`config.mk`:
```
export PLATFORM = sky130hd
export DESIGN_NAME = param_mem_reader
export DESIGN_NICKNAME = d
export VERILOG_FILES = /design/src/rtl/param_mem_pkg.sv /design/src/rtl/param_mem_reader.sv
export SDC_FILE = /design/constraint.sdc
export NUM_CORES = 1
export LEC_CHECK = 0
export CAP_MARGIN = 20
export CORE_UTILIZATION = 65
export CTS_CLUSTER_DIAMETER = 200
export CTS_CLUSTER_SIZE = 16
export DETAILED_ROUTE_END_ITERATION = 6
export DONT_BUFFER_PORTS = 1
export PLACE_DENSITY = 0.81
export SLEW_MARGIN = 20
export SYNTH_ARGS = -nofsm -noshare
export SYNTH_HDL_FRONTEND = slang
export SYNTH_SLANG_ARGS = --single-unit
export TNS_END_PERCENT = 30
```
`constraint.sdc`:
```
create_clock -name clk_A -period 6.2 [get_ports clk_A]
set_clock_uncertainty 0.2 [all_clocks]
set_input_delay 0.93 -clock clk_A [delete_from_list [all_inputs] [get_ports clk_A]]
set_output_delay 0.93 -clock clk_A [all_outputs]
set_load 0.03 [all_outputs]
```
`src/rtl/param_mem_pkg.sv`:
```
// ---------------------------------------------------------------------------
// param_mem_pkg
//
// Shared definitions for the parameter memory subsystem. The memory wrapper,
// the host-side writer and the read sequencer all size themselves from these
// constants so that the depth and word width stay consistent everywhere.
//
// Contents:
//    PARAM_DEPTH      number of parameter words held in the memory
//    PARAM_ADDR_W     index width needed to address PARAM_DEPTH words
//    PARAM_DATA_W     width of one parameter word
//    PARAM_RAM_ADDR_W width of the memory's physical address port
//    reader_state_t   states of the read sequencer
// ---------------------------------------------------------------------------
package param_mem_pkg;

   localparam int PARAM_DEPTH      = 16;
   localparam int PARAM_ADDR_W     = 4;
   localparam int PARAM_DATA_W     = 16;
   localparam int PARAM_RAM_ADDR_W = 10;

   // Read sequencer states. ADDR drives the address and CAPT waits out the
   // memory's registered read latency before the word is presented.
   typedef enum logic [2:0] {
      IDLE    = 3'd0,
      ADDR    = 3'd1,
      CAPT    = 3'd2,
      PRESENT = 3'd3,
      DONE    = 3'd4
   } reader_state_t;

endpackage

```
`src/rtl/param_mem_reader.sv`:
```
// ---------------------------------------------------------------------------
// param_mem_reader
//
// Read-side sequencer for the single-port parameter memory. A start pulse
// walks addresses 0..len-1 and hands each stored word to the downstream
// command sequencer over a valid/ready stream. Because the memory has a
// single address path, any host write (RAM_we) during the address cycle
// steals the bus; the read is then retried and the retry is counted.
//
// Ports:
//    clk_A           system clock, rising edge
//    reset_n         synchronous active-low reset
//    start           one-cycle pulse, begins a scan from IDLE
//    abort           cancels any scan, returns to IDLE next edge
//    scan_len        number of words to read (clamped to DEPTH)
//    RAM_addr_B      read address to the memory (upper bits always 0)
//    RAM_we          host write enable, monitored for bus collisions
//    RAM_data_out_B  registered memory read data, one-cycle latency
//    cmd_valid       cmd_data / cmd_index are valid
//    cmd_ready       downstream accepts the presented word
//    cmd_data        parameter word
//    cmd_index       address the word was read from
//    busy            high whenever the sequencer is not IDLE
//    done            one-cycle pulse after the last word is accepted
//    collision_cnt   saturating count of read retries since reset
// ---------------------------------------------------------------------------
module param_mem_reader
   import param_mem_pkg::*;
#(
   parameter int DEPTH      = PARAM_DEPTH,
   parameter int ADDR_W     = PARAM_ADDR_W,
   parameter int RAM_ADDR_W = PARAM_RAM_ADDR_W,
   parameter int DATA_W     = PARAM_DATA_W
) (
   input  logic                  clk_A,
   input  logic                  reset_n,
   input  logic                  start,
   input  logic                  abort,
   input  logic [ADDR_W:0]       scan_len,
   output logic [RAM_ADDR_W-1:0] RAM_addr_B,
   input  logic                  RAM_we,
   input  logic [DATA_W-1:0]     RAM_data_out_B,
   output logic                  cmd_valid,
   input  logic                  cmd_ready,
   output logic [DATA_W-1:0]     cmd_data,
   output logic [ADDR_W-1:0]     cmd_index,
   output logic                  busy,
   output logic                  done,
   output logic [7:0]            collision_cnt
);

   reader_state_t     state;
   reader_state_t     state_next;

   logic [ADDR_W-1:0] index;
   logic [ADDR_W:0]   len;
   logic [ADDR_W:0]   len_clamped;
   logic              last_word;

   // Requests longer than the memory are trimmed to the full depth so the
   // index never has to wrap; the last word is the one at len-1.
   assign len_clamped = (scan_len > (ADDR_W+1)'(DEPTH)) ? (ADDR_W+1)'(DEPTH) : scan_len;
   assign last_word   = ({1'b0, index} == (len - (ADDR_W+1)'(1)));

   // The physical address port is wider than the parameter space; the
   // upper bits stay at zero so the reader only ever touches the
   // parameter region.
   assign RAM_addr_B = RAM_ADDR_W'(index);

   // State register. Reset is synchronous and drops any scan in flight
   // without producing a done pulse, since DONE is the only state that
   // raises it.
   always_ff @(posedge clk_A) begin
      if (!reset_n) begin
         state <= IDLE;
      end else begin
         state <= state_next;
      end
   end

   // Next-state logic. Abort overrides everything else, including a
   // pending handshake or a collision. A zero-length request goes straight
   // to DONE so the requester still sees completion. A host write during
   // ADDR means the memory served the host instead of us, so the address
   // cycle repeats until the bus is free.
   always_comb begin
      state_next = state;
      if (abort) begin
         state_next = IDLE;
      end else begin
         case (state)
            IDLE: begin
               if (start) begin
                  state_next = (scan_len == '0) ? DONE : ADDR;
               end
            end
            ADDR: begin
               if (!RAM_we) begin
                  state_next = CAPT;
               end
            end
            CAPT: begin
               state_next = PRESENT;
            end
            PRESENT: begin
               if (cmd_ready) begin
                  state_next = last_word ? DONE : ADDR;
               end
            end
            DONE: begin
               state_next = IDLE;
            end
            default: begin
               state_next = IDLE;
            end
         endcase
      end
   end

   // Datapath registers. The scan length is latched at start so that the
   // scan_len input may change freely during the scan. In CAPT the memory
   // output register already holds the word addressed during ADDR, so a
   // host write in CAPT cannot disturb it. The presented word is held in
   // cmd_data/cmd_index until the downstream accepts it, and the index
   // only advances on a handshake that is not the final word.
   always_ff @(posedge clk_A) begin
      if (!reset_n) begin
         index         <= '0;
         len           <= '0;
         cmd_data      <= '0;
         cmd_index     <= '0;
         collision_cnt <= '0;
      end else if (!abort) begin
         case (state)
            IDLE: begin
               if (start) begin
                  index <= '0;
                  len   <= len_clamped;
               end
            end
            ADDR: begin
               if (RAM_we && (collision_cnt != 8'hFF)) begin
                  collision_cnt <= collision_cnt + 8'd1;
               end
            end
            CAPT: begin
               cmd_data  <= RAM_data_out_B;
               cmd_index <= index;
            end
            PRESENT: begin
               if (cmd_ready && !last_word) begin
                  index <= index + ADDR_W'(1);
               end
            end
            default: begin
            end
         endcase
      end
   end

   // Moore outputs decoded straight from the state register, so they are
   // glitch-free relative to the clock and drop together on reset or abort.
   always_comb begin
      cmd_valid = 1'b0;
      busy      = 1'b1;
      done      = 1'b0;
      case (state)
         IDLE: begin
            busy = 1'b0;
         end
         PRESENT: begin
            cmd_valid = 1'b1;
         end
         DONE: begin
            done = 1'b1;
         end
         default: begin
         end
      endcase
   end

endmodule
```
# --- Yosys cells after proc, flatten, opt, wreduce, memory -nomap -nowiden ---
# Index checks and enable logic that the tools add are counted.
op_classes:
  n_mux: 13
  bitwise_logic: 2
  n_eq_ne: 10
  n_lt_le_gt_ge: 1
  add_sub_neg: 3
  n_reduce_logical: 12
op_table:
  columns: ["operator", "count"]
  rows:
  - ["$mux 3", 5]
  - ["$pmux 3 s4", 1]
  - ["$reduce_and 3->1", 3]
  - ["$add 8x1->8 const B", 1]
  - ["$mux 4", 2]
  - ["$ne 2x2->1 const B", 4]
  - ["$ne 8x8->1 const B", 1]
  - ["$pmux 4 s2", 1]
  - ["$eq 3x2->1 const B", 2]
  - ["$eq 4x5->1", 1]
  - ["$gt 5x5->1 const B", 1]
  - ["$logic_not 5->1", 1]
  - ["$mux 5", 1]
  - ["$sub 5x1->5 const B", 1]
  - ["$add 4x1->4 const B", 1]
  - ["$reduce_and 4->1", 1]
  - ["$eq 3x1->1 const B", 1]
  - ["$eq 3x3->1 const B", 1]
  - ["$logic_not 3->1", 1]
  - ["$mux 1", 3]
  - ["$logic_and 1x1->1", 2]
  - ["$not 1->1", 2]
  - ["$reduce_and 2->1", 1]
  - ["$reduce_bool 2->1", 1]
  - ["other kinds (2)", 2]
totals:
  elab_cells: 47
  output_inout_bits: 41
  input_bits: 27
  regBits: 40

# --- Longest topological paths before layout ---
depth:
  ltp_word: 6
  mapped_depth: 7

# --- Worst setup path after synthesis ---
# OpenSTA, ideal clock, no wires.
synth_path:
  kind: "input to register"
  from: "input port abort"
  to: "register collision_cnt[7]"
  arrival_ns: 2.044
  required_ns: 5.885
  cell_stages: 5
  setup_time_ns: 0.115
  path_buffers: 0
  slack_ns: 3.841
  cell_sequence: "or2_2 > nor4_1 > nand4_1 > xnor2_1 > and2_1"
synth_via:
  elab_chain_len: 2
synth_lines:
  columns: ["item", "line_no", "text"]
  rows:
  - ["start: declaration", "param_mem_reader.sv:38", "input logic abort,"]
  - ["$not 1->1 (no source line)", null, null]
  - ["$reduce_and 3->1 (no source line)", null, null]
  - ["end signal: assignment", "param_mem_reader.sv:143", "collision_cnt <= collision_cnt + 8'd1;"]
  - ["end: declaration", "param_mem_reader.sv:49", "output logic [7:0] collision_cnt"]
# No other way between the ends.
# A chain may end at the register's enable or synchronous reset.

# --- Worst setup path in the final report ---
layout_path:
  from: "register state[0]"
  to: "output port cmd_valid"
layout_via:
  elab_chain_len: 2
layout_lines:
  columns: ["item", "line_no", "text"]
  rows:
  - ["start: declaration", "param_mem_reader.sv:52", "reader_state_t state;"]
  - ["start signal: assignment", "param_mem_reader.sv:77", "state <= state_next;"]
  - ["$eq 3x2->1", "param_mem_reader.sv:167", "case (state)"]
  - ["$mux 1", "param_mem_reader.sv:167", null]
  - ["end: declaration", "param_mem_reader.sv:43", "output logic cmd_valid,"]
# No other way between the ends.

==> impl_results.md <==
* Status: complete, no violations
* # diodes at 0
* Via Count at 1480
* Overall Global Routing Usage at 24.5%
* Height of the chip at 56.3 um
* CTS max path bufs at 2
* Ys flop type: dfxtp_1
* Max stage delay on crit path at 660 ps
* Synthesized-area fraction occupied by and/or/nand/nor cells at 27.2%
* Sequential element share of the synthesized area at 41.8%
* Setup crit end kind: primary output
* Worst reg2reg path depth at 7
* Power Density at 219 nW/um2
* Area Growth Syn to Fin at 1.89%
* CORE AREA at 2780 um2
* Wire per inst at 14.2 um
* Die width at 56.3 um
* Nets at 250
* Critical Path Source Type: flip-flop
* CTS tree: built
* Port buffer count at 0
* Tcrit/Tclk final at 45.7%
* Worst R2R Start: len[0]
* Top delay family on crit path: simple AND/OR/NAND/NOR gates
* Fin crit period at 2840 ps
* Post-synthesis async set-or-reset flop share at 0%
* Worst-Margin Slew at 829 ps
* Largest family of logic cells by synthesized area: simple AND/OR/NAND/NOR gates
* Fin. Hold Viols at 0
* Reg-to-Reg End: index[2]
* Yosys top cell by area: dfxtp_1
* Hold path cells at 2
* First-pass GRT wire length at 6110 um
* Setup TNS at 0 ps
* Total CTS buffers at 5
* CTS root buffer: clkbuf_4
* Top post-synthesis cells by count: nand2_1, dfxtp_1, a21boi_0
* Finish-stage setup viols at 0
* Clock power frac at 32.4%
* Crit. Startpoint: state[0]
* Leakage Power at 0.634 nW
* Setup CP Type: reg -> out
* Worst Hold Class: reg -> reg
* Vias in the first global route at 1481
* Clock Latency Late Sink at 340 ps
* Sw Ratio at 24.1%
* Hold buffers post-CTS at 0
* Setup Fix Bufs, Post-CTS at 0
* Avg Inst Size Synth at 8.48 um2
* CP arrival at 1710 ps
* Sequential share of power at 61.6%
* Drt initial violations at 57
* Post-synthesis xor/xnor area fraction at 5.03%
* Final ANT Viol Nets at 0
* Met3 wire length at 233 um
* RSZ-0062 raised after global routing: false
* Final core occ at 70.2%
* Max stage delay cell, worst path: nor2_1
* Gate Count Post-Synth at 226
* Tot Pwr at 428 uW
* Total congestion overflow at 0
* Switching Power at 103 uW
* Crit Path Max Fanout at 11
* # resized after CTS at 0
* Post-synth top area share at 41.8%
* Number of max-cap violations at 0
* Slew Limit Fails at 0
* Fillers at 241
* Synth Area in Compound Gates at 17.0%
* CTS Sinks at 40
* Clk pin slew, worst setup/hold paths at 110 ps
* Initial Util at 68.9%
* HP Start: len[1]
* Ranking of synthesized cells by area: dfxtp_1, nand2_1, a21boi_0, xnor2_1, nand3_1
* Worst Path Required at 5070 ps
* Synth unique cells at 44
* Via density at 5.87
* Max layer used: met4
* DR WL met2 at 1830 um
* Combinational cell fraction of total power at 6.0%
* Seq. cell area at 801 um2
* Area share of fa/ha/maj cells after synthesis at 1.96%
* # rows at 19
* Placed Area at 1880 um2
* Hold worst-path end: len[1]
* Largest net degree at the start of global routing at 43
* Yosys warns at 0
* Share of cells above drive strength 1 at 6.33%
* Most common cell in the netlist: nand2_1
* Met1 wire length at 1480 um
* Internal power at 325 uW
* Number of flops mapped to enable cells by yosys at 0
* Post-synthesis mux area share at 1.04%
* VDD IR max at 0.232 mV
* DR DRC count at 0
* Max-Slew Margin vs Limit at 44.5%
* R2R setup slack at 3720 ps
* Buf/Inv on CP at 0
* Pre-Repair DR Iteration Count at 6
* I/O pins at 68
* Design Area, Final at 1950 um2
* Gpl congestion at 0.772
* Final wirelength at 3570 um
* Final HPWL DP at 2540 um
* Fmax at 353 MHz
* #FFs+latches synth at 40
* Initial antenna violation count at 0
* H-tree depth at 2
* Post-Syn Area at 1920 um2
* CP cell instances: nand2_1 > nor2_1
* Die ar. at 3170 um2
* Footprint of the multi-input gates at 1040 um2
[routing by layer]
layer | vias to the layer above | track usage, %
li1 | 752 | -
met5 | - | 0
met2 | 52 | 43.2
met4 | 0 | 12.5
met3 | 4 | 7.14
met1 | 672 | 26.4
[state kept, by name, indices dropped and copies added, names as in the netlist]
name	count
cmd_data	16
cmd_index	4
collision_cnt	8
index	4
len	5
state	3
[area by class of cell]
cell class / instances / share of cell area, %
multi-input combinational: 170 / 53.0
sequential: 40 / 41.0
clock buffer: 6 / 2.63
tap: 31 / 1.99
clock inverter: 2 / 0.769
inverter: 3 / 0.577
[power by group through the flow]
stage / combinational (mW) / sequential, mW / clock, mW
floorplan: 0.0294 / 0.268 / 0
global placement: 0.0243 / 0.269 / 0
detailed placement: 0.0253 / 0.269 / 0
CTS: 0.0254 / 0.263 / 0.145
global route: 0.0283 / 0.264 / 0.153
finish: 0.0256 / 0.263 / 0.139
[worst max-delay path by stage]
stage                        to  slack (ps)  depth (start not counted)
2_1_floorplan  collision_cnt[7]        3840                          5
3_3_place_gp       cmd_index[1]        3540                          4
3_5_place_dp        cmd_data[9]        3460                          4
4_1_cts               cmd_valid        3410                          2
5_1_grt               cmd_valid        3270                          2
6_report              cmd_valid        3360                          2
[placed cells by master (no fill, tap or decap), drive strengths merged, types with 2 or more instances in the layout]
| master | n |
|---|---|
| clkbuf | 6 |
| clkinvlp | 2 |
| or4 | 2 |
| conb | 6 |
| nor2b | 6 |
| nor3b | 5 |
| a21boi | 21 |
| o21ai | 3 |
| nand3 | 10 |
| inv | 3 |
| ha | 3 |
| nand4 | 4 |
| and2 | 7 |
| a21oi | 8 |
| mux2i | 2 |
| nor2 | 4 |
| nor3 | 6 |
| xnor2 | 11 |
| dfxtp | 40 |
| nand2 | 51 |
| nand4b | 2 |
[cells by family after synthesis]
| group | after synthesis |
|---|---|
| compound gates | 43 |
| xor+xnor | 11 |
| fa+ha+maj | 3 |
| buf+inv | 21 |
| flops | 40 |
| mux | 2 |
| other cells | 1 |
| simple gates | 105 |
[worst register-to-register path: cells and delay by family, from the launching register on]
family / cells / cell delay [ps]
AOI/OAI and AO/OA: 4 / 1380
adders and majority gates: 1 / 240
buffers and inverters: 1 / 60
DFF: 1 / 400
and+or+nand+nor: 1 / 150
[per-stage QoR]
stage / cells / hold WS [ps] / setup WS [ps]
detailed placement: 244 / 348 / 3460
global route: 252 / 390 / 3270
finish: 252 / 361 / 3360
CTS: 252 / 365 / 3410
floorplan: 231 / 304 / 3840
global placement: 244 / 327 / 3540
Note: power is estimated with default switching activity, not from simulation.
